**config.mk**
```make
export PLATFORM = sky130hd
export DESIGN_NAME = dff_serial_capture_flat
export DESIGN_NICKNAME = d
export VERILOG_FILES = /design/src/rtl/dff_serial_capture_pkg.sv /design/src/rtl/dff_serial_capture_if.sv /design/src/rtl/dff_serial_capture_bit_counter.sv /design/src/rtl/dff_serial_capture.sv /design/src/flat_wrapper.sv
export SDC_FILE = /design/constraint.sdc
export NUM_CORES = 1
export LEC_CHECK = 0
export CORE_MARGIN = 2
export CORE_UTILIZATION = 47
export DETAILED_ROUTE_END_ITERATION = 16
export GPL_ROUTABILITY_DRIVEN = 0
export PLACE_DENSITY_LB_ADDON = 0.15
export REMOVE_ABC_BUFFERS = 1
export SLEW_MARGIN = 20
export SYNTH_ARGS = -nofsm -noshare
export SYNTH_HDL_FRONTEND = slang
export SYNTH_HIERARCHICAL = 1
export SYNTH_SLANG_ARGS = --single-unit
export TNS_END_PERCENT = 100
```
**constraint.sdc**
```tcl
create_clock -name clk -period 1.95 [get_ports clk]
set_input_delay 0.4875 -clock clk [delete_from_list [all_inputs] [get_ports clk]]
set_output_delay 0.4875 -clock clk [all_outputs]
set_load 0.01 [all_outputs]
```
**src/rtl/dff_serial_capture_pkg.sv**
```systemverilog
// Shared types and helpers for the serial capture block.
`timescale 1ns/100ps
package dff_serial_capture_pkg;

  typedef enum logic {
    CAP_IDLE  = 1'b0,
    CAP_SHIFT = 1'b1
  } cap_state_e;

  function automatic int cnt_width(input int w);
    return $clog2(w) + 1;
  endfunction

endpackage

```
**src/rtl/dff_serial_capture_if.sv**
```systemverilog
// Serial-in / word-out bus of the capture block.
`timescale 1ns/100ps
interface dff_serial_capture_if #(parameter int WIDTH = 8);
  logic             d_in;
  logic             d_valid;
  logic             frame_start;
  logic [WIDTH-1:0] out_data;
  logic             out_valid;
  logic             out_ready;
  logic             overrun;
  logic             busy;

  modport master (output d_in, d_valid, frame_start, out_ready,
                  input  out_data, out_valid, overrun, busy);
  modport slave  (input  d_in, d_valid, frame_start, out_ready,
                  output out_data, out_valid, overrun, busy);
endinterface

```
**src/rtl/dff_serial_capture_bit_counter.sv**
```systemverilog
// Bit position counter; pulses last on the WIDTH-th accepted bit and wraps.
`timescale 1ns/100ps
module capture_bit_counter
  import dff_serial_capture_pkg::*;
#(
  parameter int WIDTH = 8,
  parameter int CW    = cnt_width(WIDTH)
) (
  input  logic          clk,
  input  logic          reset_n,
  input  logic          clear,
  input  logic          inc,
  output logic [CW-1:0] count,
  output logic          last
);

  assign last = inc && !clear && (count == CW'(WIDTH-1));

  // clear together with inc re-aligns: the current bit is bit 0
  always_ff @(posedge clk) begin
    if (!reset_n)   count <= '0;
    else if (clear) count <= inc ? CW'(1) : '0;
    else if (inc)   count <= last ? '0 : count + CW'(1);
  end

endmodule

```
**src/rtl/dff_serial_capture.sv**
```systemverilog
// Frame-aligned serial-to-parallel capture with one-word buffer and sticky overrun.
// Build option: CAPTURE_GATE_DELAY_EN adds gate-model delays on the outputs.
`timescale 1ns/100ps
module dff_serial_capture
  import dff_serial_capture_pkg::*;
#(
  parameter int WIDTH     = 8,
  parameter bit MSB_FIRST = 1'b1
) (
  input logic                 clk,
  input logic                 reset_n,
  dff_serial_capture_if.slave bus
);

  localparam int CW = cnt_width(WIDTH);

  cap_state_e       state_q, state_d;
  logic [WIDTH-1:0] sr_q, sr_nxt;
  logic [WIDTH-1:0] out_data_q;
  logic             out_valid_q, overrun_q;
  logic [CW-1:0]    bit_cnt;
  logic             align, accept, last, word_done, can_load;

  assign align     = bus.d_valid && bus.frame_start;
  assign accept    = bus.d_valid && (state_q == CAP_SHIFT || bus.frame_start);
  assign word_done = accept && last;
  assign can_load  = !out_valid_q || bus.out_ready;

  capture_bit_counter #(.WIDTH(WIDTH), .CW(CW)) u_cnt (
    .clk    (clk),
    .reset_n(reset_n),
    .clear  (align),
    .inc    (accept),
    .count  (bit_cnt),
    .last   (last)
  );

  always_ff @(posedge clk) begin
    if (!reset_n) state_q <= CAP_IDLE;
    else          state_q <= state_d;
  end

  always_comb begin
    state_d = state_q;
    sr_nxt  = sr_q;
    if (align) state_d = CAP_SHIFT;
    if (align)
      sr_nxt = MSB_FIRST ? {{(WIDTH-1){1'b0}}, bus.d_in} : {bus.d_in, {(WIDTH-1){1'b0}}};
    else if (accept)
      sr_nxt = MSB_FIRST ? {sr_q[WIDTH-2:0], bus.d_in} : {bus.d_in, sr_q[WIDTH-1:1]};
  end

  // a word finishing into a full, stalled buffer is dropped and flagged
  always_ff @(posedge clk) begin
    if (!reset_n) begin
      sr_q        <= '0;
      out_data_q  <= '0;
      out_valid_q <= 1'b0;
      overrun_q   <= 1'b0;
    end else begin
      sr_q <= sr_nxt;
      if (word_done && can_load) begin
        out_data_q  <= sr_nxt;
        out_valid_q <= 1'b1;
      end else begin
        if (word_done)                     overrun_q   <= 1'b1;
        if (out_valid_q && bus.out_ready)  out_valid_q <= 1'b0;
      end
    end
  end

  cnt_range_a: assert property (@(posedge clk) disable iff (!reset_n) bit_cnt < CW'(WIDTH));

`ifdef CAPTURE_GATE_DELAY_EN
  `ifndef PRIMARY_OUT
    `define PRIMARY_OUT 1
  `endif
  `ifndef FAN_OUT_1
    `define FAN_OUT_1 1
  `endif
  assign #(`PRIMARY_OUT + `FAN_OUT_1) bus.out_data  = out_data_q;
  assign #(`PRIMARY_OUT + `FAN_OUT_1) bus.out_valid = out_valid_q;
  assign #(`PRIMARY_OUT + `FAN_OUT_1) bus.overrun   = overrun_q;
  assign #(`PRIMARY_OUT + `FAN_OUT_1) bus.busy      = (state_q == CAP_SHIFT);
`else
  assign bus.out_data  = out_data_q;
  assign bus.out_valid = out_valid_q;
  assign bus.overrun   = overrun_q;
  assign bus.busy      = (state_q == CAP_SHIFT);
`endif

endmodule
```
**src/flat_wrapper.sv**
```systemverilog
// flat-port wrapper written by rule: the top's interface ports become plain ports
module dff_serial_capture_flat import dff_serial_capture_pkg::*;
#(
  parameter int WIDTH     = 8,
  parameter bit MSB_FIRST = 1'b1
)
  (clk, reset_n, bus_d_in, bus_d_valid, bus_frame_start, bus_out_ready, bus_out_data, bus_out_valid, bus_overrun, bus_busy);
  dff_serial_capture_if #(.WIDTH(WIDTH)) bus_i ();
  input logic clk;
  input logic reset_n;
  input wire logic [$bits(bus_i.d_in)-1:0] bus_d_in;
  input wire logic [$bits(bus_i.d_valid)-1:0] bus_d_valid;
  input wire logic [$bits(bus_i.frame_start)-1:0] bus_frame_start;
  input wire logic [$bits(bus_i.out_ready)-1:0] bus_out_ready;
  output wire logic [$bits(bus_i.out_data)-1:0] bus_out_data;
  output wire logic [$bits(bus_i.out_valid)-1:0] bus_out_valid;
  output wire logic [$bits(bus_i.overrun)-1:0] bus_overrun;
  output wire logic [$bits(bus_i.busy)-1:0] bus_busy;
  assign bus_i.d_in = bus_d_in;
  assign bus_i.d_valid = bus_d_valid;
  assign bus_i.frame_start = bus_frame_start;
  assign bus_i.out_ready = bus_out_ready;
  assign bus_out_data = bus_i.out_data;
  assign bus_out_valid = bus_i.out_valid;
  assign bus_overrun = bus_i.overrun;
  assign bus_busy = bus_i.busy;
  dff_serial_capture #(.WIDTH(WIDTH), .MSB_FIRST(MSB_FIRST)) u_core (.clk(clk), .reset_n(reset_n), .bus(bus_i));
endmodule
```
# After elaboration in Yosys (flattened, before gate mapping)
# Index checks and enable logic that the tools add are counted.
# word_totals
register_bits,23
inputBits,6
word_cells,31
# classes
add_sub_neg,1
n_eq_ne,1
muxes,8
bitwise_logic,1
reduce_logical,14
# ops
op,count
8-bit two-way mux,2
4-bit two-way mux,3
1-bit logical AND,7
"4-bit by 1-bit adder with 4-bit output, second input constant",1
"4-bit by 3-bit == test with 1-bit output, second input constant",1
2-bit nonzero test,2
1-bit two-way mux,3
1-bit logical NOT,2
1-bit logical OR,2
2-bit AND reduction,1
1-bit inverter,1

# Longest topological paths before layout
# logic_depth
depth_word,8
mapped_depth,5
ltp_nobuf,5

# By module
# The synthesis kept the hierarchy.
# by_module_without_submodules
mod,n_inst,cells_per_inst,area_per_inst_um2,seq_area_each_um2
dff_serial_capture,1,73,721.9,360.3
capture_bit_counter,1,21,220.2,80.1

# Worst setup path before layout
# OpenSTA, ideal clock, no wires.
# synth_timing
kind,input to register
start,input bus_d_valid
end,"register u_core.out_data_q[0], in the netlist u_core/bus.out_data[0]"
setup_time_ps,122
t_arrival_ps,1438
t_required_ps,1828
path_slack_ps,391
stages,5
cell_sequence,o21ai_4 -> inv_2 -> nor3b_1 -> nand3_4 -> mux2i_1
# synth_via
word_cells_on_any_way,9
classes_between,mux (2); reduce/logical (7)
# synth_lines
item,line,source
from (decl),flat_wrapper.sv:12,input wire logic [$bits(bus_i.d_valid)-1:0] bus_d_valid;
1-bit logical AND,dff_serial_capture.sv:25,assign accept = bus.d_valid && (state_q == CAP_SHIFT || bus.frame_start);
net u_core.accept,dff_serial_capture.sv:22,"logic align, accept, last, word_done, can_load;"
1-bit logical AND (2 in series),dff_serial_capture_bit_counter.sv:17,assign last = inc && !clear && (count == CW'(WIDTH-1));
net u_core.last,dff_serial_capture.sv:22,
1-bit logical AND,dff_serial_capture.sv:26,assign word_done = accept && last;
1-bit logical AND,dff_serial_capture.sv:62,if (word_done && can_load) begin
to (signal assigned),dff_serial_capture.sv:63,out_data_q <= sr_nxt;
to (decl),dff_serial_capture.sv:19,logic [WIDTH-1:0] out_data_q;
# The timed path passes the listed nets, and every way through them passes these cells.
# A chain may end at the register's enable or synchronous reset.

# Worst setup path in the final report
# layout_timing
start,"register u_core.state_q, in the netlist u_core/bus.busy"
end,output bus_busy
# layout_lines
item,line,source
from (decl),dff_serial_capture.sv:17,"cap_state_e state_q, state_d;"
from (signal assigned),dff_serial_capture.sv:40,else state_q <= state_d;
to (decl),flat_wrapper.sv:18,output wire logic [$bits(bus_i.busy)-1:0] bus_busy;
# No word-level cell between the ends.

==> impl_metrics.csv <==
group,metric,value,unit
run_status,status,"finished, final reports clean",
yosys,synth_top_area_cell,"dfxtp_1",
critical_path,slowest_delay,0.56,ns
final_layout,nets,125,
clock_network,clkTransAtPathRegs,0.11,ns
clock_network,cts_resized,0,
clock_network,postCtsSetupBuffers,0,
yosys,ys.flop_type,"dfxtp_1",
yosys,synthMuxAreaShare,10.6,%
detailed_routing,vias_per_cell,5.16,
critical_path,cp.arrival,1.28,ns
yosys,syn_area,942,µm²
critical_path,path_buf_inv,1,
clock_network,clk_latency,0.29,ns
power,powerDensity,613,nW/µm²
global_routing,antenna_found_initial,0,
yosys,synthTopCellsByCount,"dfxtp_1 (22), nand2_1 (13), mux2i_1 (10)",
sta,rsz0062_at_grt,"false",
power,vdd_ir_drop_max,0.000436,V
final_layout,final_area,1170,µm²
place,hpwl,1210,µm
global_routing,grt_max_degree,18,
power,power_frac_comb,8.9,%
yosys,synth_fa_ha_area_share,1.33,%
detailed_routing,firstDrtPassIters,4,
final_layout,antenna_cells,0,
power,sw_frac_of_total,22.0,%
clock_network,cts_buffers,3,
sta,finalCritPeriodShare,90.4,%
global_routing,grtUsageTotal,16.0,%
floorplan,die_x,48.8,µm
detailed_routing,drtIter0Drc,12,
clock_network,ctsLongestPathBuffers,2,
yosys,synth_compound_area_share,11.7,%
place,portBuffers,16,
yosys,ys_types,29,
detailed_routing,drc,0,
critical_path,crit_chain,"clkdlybuf4s50_1",
detailed_routing,routedWlPerCell,11.5,µm
job,cap_violations,0,
floorplan,dieArea,2380,µm²
floorplan,num_rows,16,
floorplan,core_area,1920,µm²
clock_network,cts_tree,"built",
floorplan,die_h,48.8,µm
yosys,yosys_warnings,6,
yosys,synth_most_common_cell,"dfxtp_1",
clock_network,cts_hold_buf,0,
yosys,yosys-top-cells-area,"dfxtp_1 (47%), mux2i_1 (11%), nand2_1 (5.2%), a22oi_1 (4.8%), nand3_1 (3.7%)",
global_routing,grt_pass1_wl,3040,µm
yosys,seq_area_frac_synth,46.7,%
sta,hold_slack,0.463,ns
clock_network,clockRootBuffer,"clkbuf_4",
sta,setup_viol,0,
floorplan,start_util,49.0,%
critical_path,path_class,"flop to output pin",
global_routing,grt_pass1_vias,707,
final_layout,area_delta_synth_final,24.0,%
yosys,synth_top_cell_area_share,46.7,%
sta,fmax,567,MHz
power,power_frac_seq,64.3,%
yosys,synth_edf_count,0,
critical_path,cp_max_fo,4,
critical_path,critical-path-top-delay-family,"buffers and inverters",
power,p_int,559,µW
detailed_routing,wl,1650,µm
sta,clock_skew,0.00323,ns
final_layout,fillers,183,
critical_path,cp-end-kind,"output pin",
yosys,synthCells,94,
power,p_sw,158,µW
critical_path,crit_path_start_kind,"flop",
critical_path,crit_path_top_delay_cell,"clkdlybuf4s50_1",
yosys,syn_avg_cell_area,10.0,µm²
global_routing,overflow,0,
clock_network,htreeDepth,1,
yosys,synth_seq_cells,22,
sta,tightest_slew,0.307,ns
final_layout,final_cells,143,
place,place_inst,140,
detailed_routing,postRouteAntennaNets,0,
power,power,716,µW
sta,slew_violations,0,
clock_network,clock-sinks,22,
sta,period_minus_slack,1.76,ns
place,placed_cell_area,1150,µm²
sta,max-slew-margin-rel,79.5,%
sta,finalHoldViolCount,0,
power,p_clk_share,26.8,%
yosys,async_reset_ff_share,0,%
power,leakage,0.000482,µW
final_layout,layout-drive-gt1-share,12.9,%
detailed_routing,vias,738,
critical_path,cp.required,1.46,ns
worst_hold_path,min_path_type,"flop to flop",
floorplan,io_pins,17,
sta,fin_tns_setup,0,ns
yosys,synth_xor_area_share,0,%
yosys,synth_top_family_by_area,"simple AND/OR/NAND/NOR gates",
yosys,synth-simple-area-share,24.3,%
layer usage:
layer / vias up / wire length, µm / track usage (%)
met1: 340 / 830 / 21.3
met3: 2 / 73 / 3.07
met2: 16 / 732 / 26.0
li1: 380 / - / -
met5: - / 0 / 0
met4: 0 / 14 / 5.71
kinds of logic (layout without fill, tap and decap cells):
family	count (synthesis)	count (layout)
compound gates	14	14
fa+ha+maj	1	1
buf+inv	6	28
flops	22	22
mux	10	10
simple gates	41	41
cell type report:
type                       count  area, µm²  share of cell area [%]
clock buffer                   3       22.5                    1.93
sequential                    22        440                    37.7
tap                           27       33.8                    2.89
multi-input combinational     66        452                    38.7
timing repair buffer          23        213                    18.2
inverter                       2       7.51                   0.642
cells in the final DEF, fill, tap and decap left out, types with 2 or more instances in the layout:
cell / netlist / final
a21oi_1: 3 / 3
dfxtp_1: 22 / 22
mux2i_1: 10 / 10
nand3b_1: 3 / 3
buf_4: 1 / 7
and3b_1: 2 / 2
nand3_1: 7 / 7
clkdlybuf4s50_1: 0 / 16
nand2b_1: 2 / 2
a22oi_1: 6 / 6
nand2_1: 13 / 13
clkbuf_4: 0 / 3
nor2_1: 7 / 7
per-stage QoR:
step	setup slack, ns	util (%)
global placement	0.0157	59.6
global route	0.110	60.8
detailed placement	-0.0432	59.6
finish	0.187	60.8
floorplan	0.391	-
CTS	0.175	60.8
state kept, by name, summed over array words and instances (netlist names):
register and cells:
u_core/sr_q 7, u_core/bus.overrun 1, u_core/bus.out_valid 1, u_core/bus.busy 1, u_core/bus.out_data 8, u_core/u_cnt/count 4
tightest hold or removal path: stages, from the launching register on:
cell	delay [ns]
dfxtp_1	0.33
nand2_1	0.05
o31ai_1	0.05
final timing paths:
kind / from / endpoint / slack, ns / depth (start not counted)
worst max register to register: u_core/u_cnt/count[0] / u_core/bus.out_data[6] / 0.41 / 6
worst max-delay path: u_core/bus.busy / bus_busy / 0.19 / 1
worst min-delay path: u_core/bus.overrun / u_core/bus.overrun / 0.46 / 2
worst min register to register: u_core/bus.overrun / u_core/bus.overrun / 0.46 / 2
power groups by stage:
stage	logic, µW	registers, µW	clock network [µW]
after floorplan	27.4	470	0
after global placement	63.1	470	0
after detailed placement	64.1	471	0
after CTS	64.5	461	196
after global routing	72.0	462	219
final	63.9	460	192
(Power assumes the default switching activity.)
